[src/rtl/seq_pkg.sv]
// seq_pkg: shared state encoding and constants for the sequence stream controller
package seq_pkg;
    localparam int MAX_LEN = 16;
    localparam int DRAIN_CYC = 2;
    localparam logic [3:0] FIRST_NONE = 4'hF;
    typedef enum logic [2:0] {IDLE, LOAD, SHIFT, DRAIN, DONE} state_t;
endpackage

[src/rtl/seq_stream_ctrl_if.sv]
// seq_stream_ctrl_if: burst request, detector link and result signals
interface seq_stream_ctrl_if;
    logic        start;
    logic [15:0] data;
    logic [4:0]  len;
    logic        det_flag;
    logic        det_din;
    logic        det_rst;
    logic        busy;
    logic        done;
    logic [4:0]  hit_cnt;
    logic [3:0]  first_hit;
    modport master (output start, data, len, det_flag, input det_din, det_rst, busy, done, hit_cnt, first_hit);
    modport slave  (input start, data, len, det_flag, output det_din, det_rst, busy, done, hit_cnt, first_hit);
endinterface

[src/rtl/seq_shifter.sv]
// seq_shifter: burst data register, bit-index counter and registered serial bit mux
module seq_shifter #(
    parameter int W = 16
) (
    input  logic                   clk,
    input  logic                   rst_n,
    input  logic                   i_load,
    input  logic                   i_shift,
    input  logic [W-1:0]           i_data,
    input  logic [$clog2(W+1)-1:0] i_len_eff,
    output logic                   o_last,
    output logic                   o_din
);
    localparam int IW = $clog2(W);
    logic [W-1:0]  r_data;
    logic [IW-1:0] r_idx;
    logic          r_din;
    logic [W-1:0]  w_src;
    logic [IW-1:0] w_idx;
    // the first bit comes straight from the input so it is on the line in SHIFT cycle 0
    assign w_src  = i_load ? i_data : r_data;
    assign w_idx  = i_load ? IW'(i_len_eff) - IW'(1) : r_idx - IW'(1);
    assign o_last = r_idx == '0;
    assign o_din  = r_din;
    always_ff @(posedge clk or negedge rst_n) begin
        if (!rst_n) begin
            r_data <= '0;
            r_idx  <= '0;
            r_din  <= 1'b0;
        end else begin
            if (i_load) r_data <= i_data;
            if (i_shift) r_idx <= w_idx;
            r_din <= i_shift & w_src[w_idx];
        end
    end
endmodule

[src/rtl/seq_stream_ctrl.sv]
// seq_stream_ctrl: serialises a captured burst into a sequence detector and tallies its hits
module seq_stream_ctrl #(
    parameter int MAX_LEN   = 16,
    parameter int DRAIN_CYC = 2
) (
    input logic              clk,
    input logic              rst_n,
    seq_stream_ctrl_if.slave bus
);
    import seq_pkg::*;
    localparam logic [5:0] DC = 6'(DRAIN_CYC);
    state_t     r_state, w_next;
    logic [4:0] r_len, r_hit, w_len_eff;
    logic [5:0] r_cyc;
    logic [3:0] r_first, w_k;
    logic       r_det_rst, r_busy, r_done, w_last, w_win, w_end;
    assign w_len_eff = (bus.len > 5'(MAX_LEN)) ? 5'(MAX_LEN) : bus.len;
    // r_cyc counts from SHIFT cycle 0; the detector flag lags its bit by DRAIN_CYC cycles
    assign w_win = (r_state == SHIFT || r_state == DRAIN) && r_cyc >= DC;
    assign w_k   = 4'(r_cyc - DC);
    assign w_end = r_cyc == {1'b0, r_len} + DC - 6'd1;
    always_comb begin
        w_next = r_state;
        case (r_state)
            IDLE:    w_next = bus.start ? LOAD : IDLE;
            LOAD:    w_next = (w_len_eff == '0) ? DONE : SHIFT;
            SHIFT:   w_next = w_last ? DRAIN : SHIFT;
            DRAIN:   w_next = w_end ? DONE : DRAIN;
            default: w_next = IDLE;
        endcase
    end
    always_ff @(posedge clk or negedge rst_n) begin
        if (!rst_n) r_state <= IDLE;
        else r_state <= w_next;
    end
    seq_shifter #(.W(MAX_LEN)) u_shift (
        .clk       (clk),
        .rst_n     (rst_n),
        .i_load    (r_state == LOAD),
        .i_shift   (w_next == SHIFT),
        .i_data    (bus.data),
        .i_len_eff (w_len_eff),
        .o_last    (w_last),
        .o_din     (bus.det_din)
    );
    always_ff @(posedge clk or negedge rst_n) begin
        if (!rst_n) begin
            r_det_rst <= 1'b1;
            r_busy    <= 1'b0;
            r_done    <= 1'b0;
            r_hit     <= '0;
            r_first   <= FIRST_NONE;
            r_len     <= '0;
            r_cyc     <= '0;
        end else begin
            r_det_rst <= !(w_next == SHIFT || w_next == DRAIN);
            r_busy    <= w_next == LOAD || w_next == SHIFT || w_next == DRAIN;
            r_done    <= w_next == DONE;
            r_cyc     <= (r_state == LOAD) ? '0 : r_cyc + 6'd1;
            if (r_state == LOAD) r_len <= w_len_eff;
            if (w_next == LOAD) begin
                r_hit   <= '0;
                r_first <= FIRST_NONE;
            end else if (w_win && bus.det_flag) begin
                r_hit <= (r_hit == 5'd31) ? r_hit : r_hit + 5'd1;
                if (r_hit == '0) r_first <= w_k;
            end
        end
    end
    assign bus.det_rst   = r_det_rst;
    assign bus.busy      = r_busy;
    assign bus.done      = r_done;
    assign bus.hit_cnt   = r_hit;
    assign bus.first_hit = r_first;
endmodule

[src/flat_wrapper.sv]
// flat-port wrapper written by rule: the top's interface ports become plain ports
module seq_stream_ctrl_flat import seq_pkg::*;
#(
    parameter int MAX_LEN   = 16,
    parameter int DRAIN_CYC = 2
)
  (clk, rst_n, bus_start, bus_data, bus_len, bus_det_flag, bus_det_din, bus_det_rst, bus_busy, bus_done, bus_hit_cnt, bus_first_hit);
  seq_stream_ctrl_if bus_i ();
  input logic clk;
  input logic rst_n;
  input wire logic [$bits(bus_i.start)-1:0] bus_start;
  input wire logic [$bits(bus_i.data)-1:0] bus_data;
  input wire logic [$bits(bus_i.len)-1:0] bus_len;
  input wire logic [$bits(bus_i.det_flag)-1:0] bus_det_flag;
  output wire logic [$bits(bus_i.det_din)-1:0] bus_det_din;
  output wire logic [$bits(bus_i.det_rst)-1:0] bus_det_rst;
  output wire logic [$bits(bus_i.busy)-1:0] bus_busy;
  output wire logic [$bits(bus_i.done)-1:0] bus_done;
  output wire logic [$bits(bus_i.hit_cnt)-1:0] bus_hit_cnt;
  output wire logic [$bits(bus_i.first_hit)-1:0] bus_first_hit;
  assign bus_i.start = bus_start;
  assign bus_i.data = bus_data;
  assign bus_i.len = bus_len;
  assign bus_i.det_flag = bus_det_flag;
  assign bus_det_din = bus_i.det_din;
  assign bus_det_rst = bus_i.det_rst;
  assign bus_busy = bus_i.busy;
  assign bus_done = bus_i.done;
  assign bus_hit_cnt = bus_i.hit_cnt;
  assign bus_first_hit = bus_i.first_hit;
  seq_stream_ctrl #(.MAX_LEN(MAX_LEN), .DRAIN_CYC(DRAIN_CYC)) u_core (.clk(clk), .rst_n(rst_n), .bus(bus_i));
endmodule
[config.mk]
export PLATFORM = sky130hd
export DESIGN_NAME = seq_stream_ctrl_flat
export DESIGN_NICKNAME = d
export VERILOG_FILES = /design/src/rtl/seq_pkg.sv /design/src/rtl/seq_stream_ctrl_if.sv /design/src/rtl/seq_shifter.sv /design/src/rtl/seq_stream_ctrl.sv /design/src/flat_wrapper.sv
export SDC_FILE = /design/constraint.sdc
export NUM_CORES = 1
export LEC_CHECK = 0
export CORE_MARGIN = 4
export CORE_UTILIZATION = 40
export DETAILED_ROUTE_END_ITERATION = 12
export GPL_TIMING_DRIVEN = 0
export HOLD_SLACK_MARGIN = 0.1
export PLACE_DENSITY = 0.58
export SETUP_SLACK_MARGIN = 0.5
export SLEW_MARGIN = 30
export SYNTH_ARGS = -nofsm -noshare
export SYNTH_HDL_FRONTEND = slang
export SYNTH_SLANG_ARGS = --single-unit
[constraint.sdc]
create_clock -name clk -period 2.94 [get_ports clk]
set_input_delay 0.882 -clock clk [delete_from_list [all_inputs] [get_ports clk]]
set_output_delay 0.882 -clock clk [all_outputs]
set_load 0.005 [all_outputs]
* Yosys cells after proc, flatten, opt, wreduce, memory -nomap -nowiden *
Index checks and enable logic that the tools add are counted.
Widths: inputs -> output; s select.

storage, ports and cells
  flip-flop bits (word level) = 47
  output and inout port bits = 13

cells by class
  magnitude comparators = 3
  eq/ne operators = 10
  add/subtract/negate cells = 7
  reduce and logical (&&, ||, !) cells = 15
  bitwise logic cells = 1
  mux-type cells = 17

operators by type and width
  kind                 count
  $mux 5               4
  $mux 16              1
  $mux 4               4
  $eq 3x2->1 const B   4
  $pmux 3 s4           1
  $logic_not 5->1      2
  $sub 4x1->4 const B  2
  $add 5x2->6 const B  1
  $add 6x1->6 const B  1
  $eq 3x1->1 const B   2
  $eq 6x6->1           1
  $ge 6x2->1 const B   1
  $mux 3               2
  $mux 6               1
  $sub 6x1->6 const B  1
  $add 5x1->5 const B  1
  $eq 5x5->1 const B   1
  $gt 5x5->1 const B   1
  $lt 4x5->1 const B   1
  $bmux 1 s4           1
  $logic_not 4->1      1
  $logic_or 1x1->1     4
  $reduce_and 2->1     2
  $reduce_bool 2->1    2
  8 further kinds      11

* Depth between registers and ports, before layout *
  word-level depth = 8
  mapped depth = 9

* Hierarchy *
Synthesis repeated with hierarchy kept, for this count alone.

unflattened totals
  cell total of the unflattened synthesis = 239
  area total of the unflattened synthesis = 2658.8 µm²

modules (own cells, without submodules)
  module           area an instance (µm²)  seq. area each (µm²)  cells an instance  times used
  seq_stream_ctrl  1445.1                  656.9                 141                1
  seq_shifter      1213.7                  525.5                 98                 1

* Least setup slack after synthesis *
OpenSTA, ideal clock, no wires.

  path kind = input -> register
  from = input bus_len[4]
  to = register u_core.u_shift.r_din (netlist: u_core.u_shift.o_din)
  setup time = 0.129 ns
  path buffers = 0
  data required time = 2.811 ns
  cell stages on the path = 6
  data arrival time = 2.521 ns
  slack = 0.290 ns
  cells stage by stage = nor4b_4 -> a22oi_1 -> ha_1 -> mux4_1 -> nand3_1 -> o31ai_2

on the way
  word-level cells in the longest chain between the ends = 7
  elaborated cells on any way between the ends = 11
  those cells by class = 1 x add/sub; 1 x order compare; 1 x eq/ne; 6 x mux; 1 x bitwise; 1 x reduce/logical

RTL lines
  item                                                               line                                      text
  from (decl)                                                        flat_wrapper.sv:13                        input wire logic [$bits(bus_i.len)-1:0] bus_len;
  $gt 5x5->1                                                         seq_stream_ctrl.sv:17                     assign w_len_eff = (bus.len > 5'(MAX_LEN)) ? 5'(MAX_LEN) : bus.len;
  $mux 5 *                                                           seq_stream_ctrl.sv:17
  $sub 4x1->4 / $logic_not 5->1 (equally long branches)              seq_shifter.sv:22, seq_stream_ctrl.sv:26
  $mux 4 / $mux 3 (equally long branches)                            seq_shifter.sv:22, seq_stream_ctrl.sv:26
  $bmux 1 s4 / $pmux 3 s4 (equally long branches)                    seq_shifter.sv:33, seq_stream_ctrl.sv:24
  $mux 1 (implied by the code) / $eq 3x2->1 (equally long branches)  seq_shifter.sv:33, seq_stream_ctrl.sv:40
  $and 1x1->1 *                                                      seq_shifter.sv:33                         r_din <= i_shift & w_src[w_idx];
  to (signal assigned)                                               seq_shifter.sv:33
  to (decl)                                                          seq_shifter.sv:17                         logic r_din;

Every way passes the cells marked *; elsewhere a longest branch is shown, timed or not. The select of a mux whose other input is x is not followed.
A chain may end at the register's enable or synchronous reset.

* Final worst setup path *
  from = input bus_len[1]
  to = register u_core.u_shift.r_idx[2]

on the way
  word-level cells in the longest chain between the ends = 6
  elaborated cells on any way between the ends = 8
  those cells by class = 1 x add/sub; 1 x order compare; 1 x eq/ne; 4 x mux; 1 x reduce/logical

RTL lines
  item                  line                   text
  $gt 5x5->1            seq_stream_ctrl.sv:17
  $mux 5 *              seq_stream_ctrl.sv:17
  $logic_not 5->1       seq_stream_ctrl.sv:26  LOAD: w_next = (w_len_eff == '0) ? DONE : SHIFT;
  $mux 3                seq_stream_ctrl.sv:26
  $pmux 3 s4            seq_stream_ctrl.sv:24  case (r_state)
  $eq 3x2->1            seq_stream_ctrl.sv:40  .i_shift (w_next == SHIFT),
  to (signal assigned)  seq_shifter.sv:32      if (i_shift) r_idx <= w_idx;
  to (decl)             seq_shifter.sv:16      logic [IW-1:0] r_idx;

Every way passes the cells marked *; elsewhere a longest branch is shown, timed or not.

==> results.tsv <==
metric	value	unit
actual slew at the worst max-slew pin	625.2	ps
maximum clock insertion buffer count	2	
Critical-path top delay cell	or4_4	
wire per inst	14.72	um
Crit Reg-Reg Startpoint	u_core.r_state[2]	
final standard cell count with taps included and fillers excluded	395	
die span in x	88.16	um
EDFF count, synth	0	
final weighted congestion of routability-driven global placement	0.7722	
largest net degree at the start of global routing	48	
unrepaired setup endpoints after global routing	true	
Num CTS Buffers	5	
Top Family by Delay on Critical Path	simple AND/OR/NAND/NOR gates	
power per cell area	1066	nW/um^2
most instantiated flip-flop cell in the synthesis netlist	dfrtp_1	
sequential share of the synthesized area	0.4601	
Worst Hold Path Cells	2	
site row count	28	
IO Count	38	
final hold slack	468.8	ps
setup slack after layout	514.6	ps
Post-Synthesis Net Count	307	
setup clock skew after layout	10.40	ps
final setup violation count	0	
violation count after the first detailed-routing iteration	105	
Residual DRC	0	
switching part of the total	0.3847	
pre-CTS setup slack	-674.7	ps
clock period minus worst slack	2425	ps
yosys warns	0	
NumNets Final	354	
number of library cell types mapped by synthesis	50	
Final HPWL DP	4.211	mm
Worst Setup Path Type	in2reg	
crit-path max FO	6	
reg-to-reg critical path endpoint	u_core.u_shift.o_din	
Critical Path Source	bus_len[1]	
Die Outline Area	7771	sq um
result of the run	finished, final reports clean	
routed via count	2065	
# clock sinks	47	
core region area	6061	sq um
most frequent cells in the layout	64 x nand2_1, 41 x dfrtp_1, 34 x clkdlybuf4s50_1	
fraction of the cycle the final worst path needs	0.8250	
synthesis-to-layout area growth	26.05	%
logic gate share of total power	0.514	
clock latency at the later pin of the worst-skew pair	300	ps
share of cells above drive strength 1	0.1375	
worst-case hold path end point	u_core.u_shift.r_data[12]	
CP endpoint kind	flop	
leading cell types by total area after synthesis	dfrtp_1 41%, nand2_1 9.3%, dfstp_2 5.1%	
mapped cell area	2570	sq um
switching power total	0.001328	W
final antenna-violating net count	0	
Synth area leader	dfrtp_1	
critical path arrival	2600	ps
die boundary height	88.16	um
Reg power frac	0.353	
CTS HTree Levels	2	
Pre-antenna DRT Iters	4	
Worst Hold Launch	u_core.u_shift.r_data[12]	
global-route usage over all layers	0.1648	
number of slew-limit violations in the final report	0	
cell count after placement	385	
global-route wire length before repair	9.984	mm
clock input transition at the sequential cells of the worst setup and hold paths	80	ps
cell-by-cell listing of the critical path	clkdlybuf4s50_1 -> or4_4 -> o21ai_4 -> or2_4 -> a21oi_4 -> mux2_2	
Critical Path RT	3120	ps
stage delay of the slowest cell on the critical path	570	ps
final hold violations	0	
initial core utilization	0.4240	
async set or reset register ratio after synthesis	1.000	
most common cell after layout, fill and taps aside	nand2_1	
Setup Total Neg Slack	0	ps
Final Routed Wirelength	5.814	mm
Static Leak	1.407	nW
share of total power in the clock network	0.134	
TritonCTS clock tree	yes	
Max-cap violations	0	
Critical Path Stages	6	
Max VDD drop	0.4359	mV
slack of the worst reg-to-reg path	600	ps
Fmax	412.3	MHz
type of the tightest min-delay check	reg2reg	
fraction of synthesized cell area taken by the top area cell type	0.4090	
Syn Inst Count	273	
Internal	0.002124	W
total of flip-flops plus latches after synthesis	47	
number of global-route vias before repair	2055	
count of port buffers added during placement	37	
Syn Area/Cell	9.414	sq um
startpoint kind of the worst setup timing path	input pin	
GR Overflow Total	0	
utilization after layout	0.5345	
buffers plus inverters on the worst setup path	1	
Worst slew margin	0.5832	
Root Driver	clkbuf_8	
detailed-route vias per instance	5.228	
antenna diode count	0	
antenna violations before repair	0	
logic depth of the worst register-to-register path	8	
[registers in the layout, summed over array words and instances (netlist names)]
signal,cells
u_core.bus.det_rst,1
u_core.bus.first_hit,4
u_core.u_shift.r_idx,4
u_core.bus.busy,1
u_core.r_state,3
u_core.bus.hit_cnt,5
u_core.u_shift.r_data,16
u_core.u_shift.o_din,1
u_core.r_cyc,6
u_core.r_len,5
u_core.bus.done,1
[final cells by class]
type,instances,area (sq um)
plain buffers,14,76.32
clock buffers,6,72.57
multi-input cells,201,1356
well taps,75,93.84
flip-flops and latches,47,1184
clock inverters,1,30.03
fillers,602,2821
inverters,11,41.29
repair buffers,40,385.4
[worst max-delay path by stage]
| stage | endpoint | slack (ps) |
|---|---|---|
| 2_1_floorplan | u_core.u_shift.o_din | 450 |
| 3_3_place_gp | u_core.u_shift.o_din | -640 |
| 5_1_grt | u_core.u_shift.o_din | 500 |
| 6_report | u_core.u_shift.r_idx[2] | 510 |
| 3_5_place_dp | u_core.u_shift.o_din | -670 |
| 4_1_cts | u_core.u_shift.o_din | 490 |
[logic make-up after synthesis]
group / share of synthesized area
AND/OR/NAND/NOR: 0.2332
flip-flops: 0.4601
buffers and inverters: 0.04187
AO/OA/AOI/OAI: 0.1354
multiplexers: 0.03457
adder cells (fa/ha/maj): 0.04382
XOR/XNOR: 0.05112
[synth_stat cells, types with 2 or more instances]
library cell	number
nand2_1	64
dfrtp_1	42
nor2_1	17
inv_1	11
ha_1	9
a21oi_1	8
xor2_1	8
a31oi_1	7
xnor2_1	7
clkbuf_1	6
nor3_1	6
buf_2	5
dfstp_2	5
nor2b_1	5
nor4_1	5
o211ai_1	5
a211oi_1	4
mux2i_1	4
nand2b_1	4
nand3_1	4
nor3b_1	4
o21ai_0	4
a211o_1	3
a2111oi_0	2
a22o_1	2
a22oi_2	2
and3_1	2
buf_1	2
mux2_2	2
nand3b_1	2
nand4_1	2
or4_1	2
[power groups by stage]
| stage | Combinational [W] | Sequential, W | Clock, W |
|---|---|---|---|
| global placement | 0.00167 | 0.00122 | 0 |
| CTS | 0.00176 | 0.00122 | 0.000481 |
| finish | 0.00177 | 0.00122 | 0.000462 |
| global route | 0.00200 | 0.00127 | 0.000512 |
| floorplan | 0.00123 | 0.00117 | 0 |
| detailed placement | 0.00169 | 0.00123 | 0 |
[stage by stage]
step | cell area [sq um] | power [W]
3_3_place_gp | 3057 | 0.002891
4_1_cts | 3211 | 0.003462
3_5_place_dp | 3054 | 0.002919
2_1_floorplan | 2592 | 0.002405
6_report | 3239 | 0.003452
5_1_grt | 3239 | 0.003777
[routing by layer]
metal	GRT usage	vias up	part of all wire
met4	0.05220	0	0.0088
met1	0.2124	971	0.47
met5	0	-	0
met2	0.2788	46	0.48
met3	0.03293	5	0.042
li1	-	1043	-
[what timing repair did]
item,CTS,global route
gates resized for setup,18,5
endpoints found under the setup margin,5,3
hold buffers,0,0
setup buffers,1,2
pin swaps,2,2
[worst min-delay path, delay by kind of cell (launching register included)]
kind | cells | cell delay [ps]
flip-flops | 1 | 340
AND/OR/NAND/NOR | 2 | 100
Power figures use the tool's default switching activity.
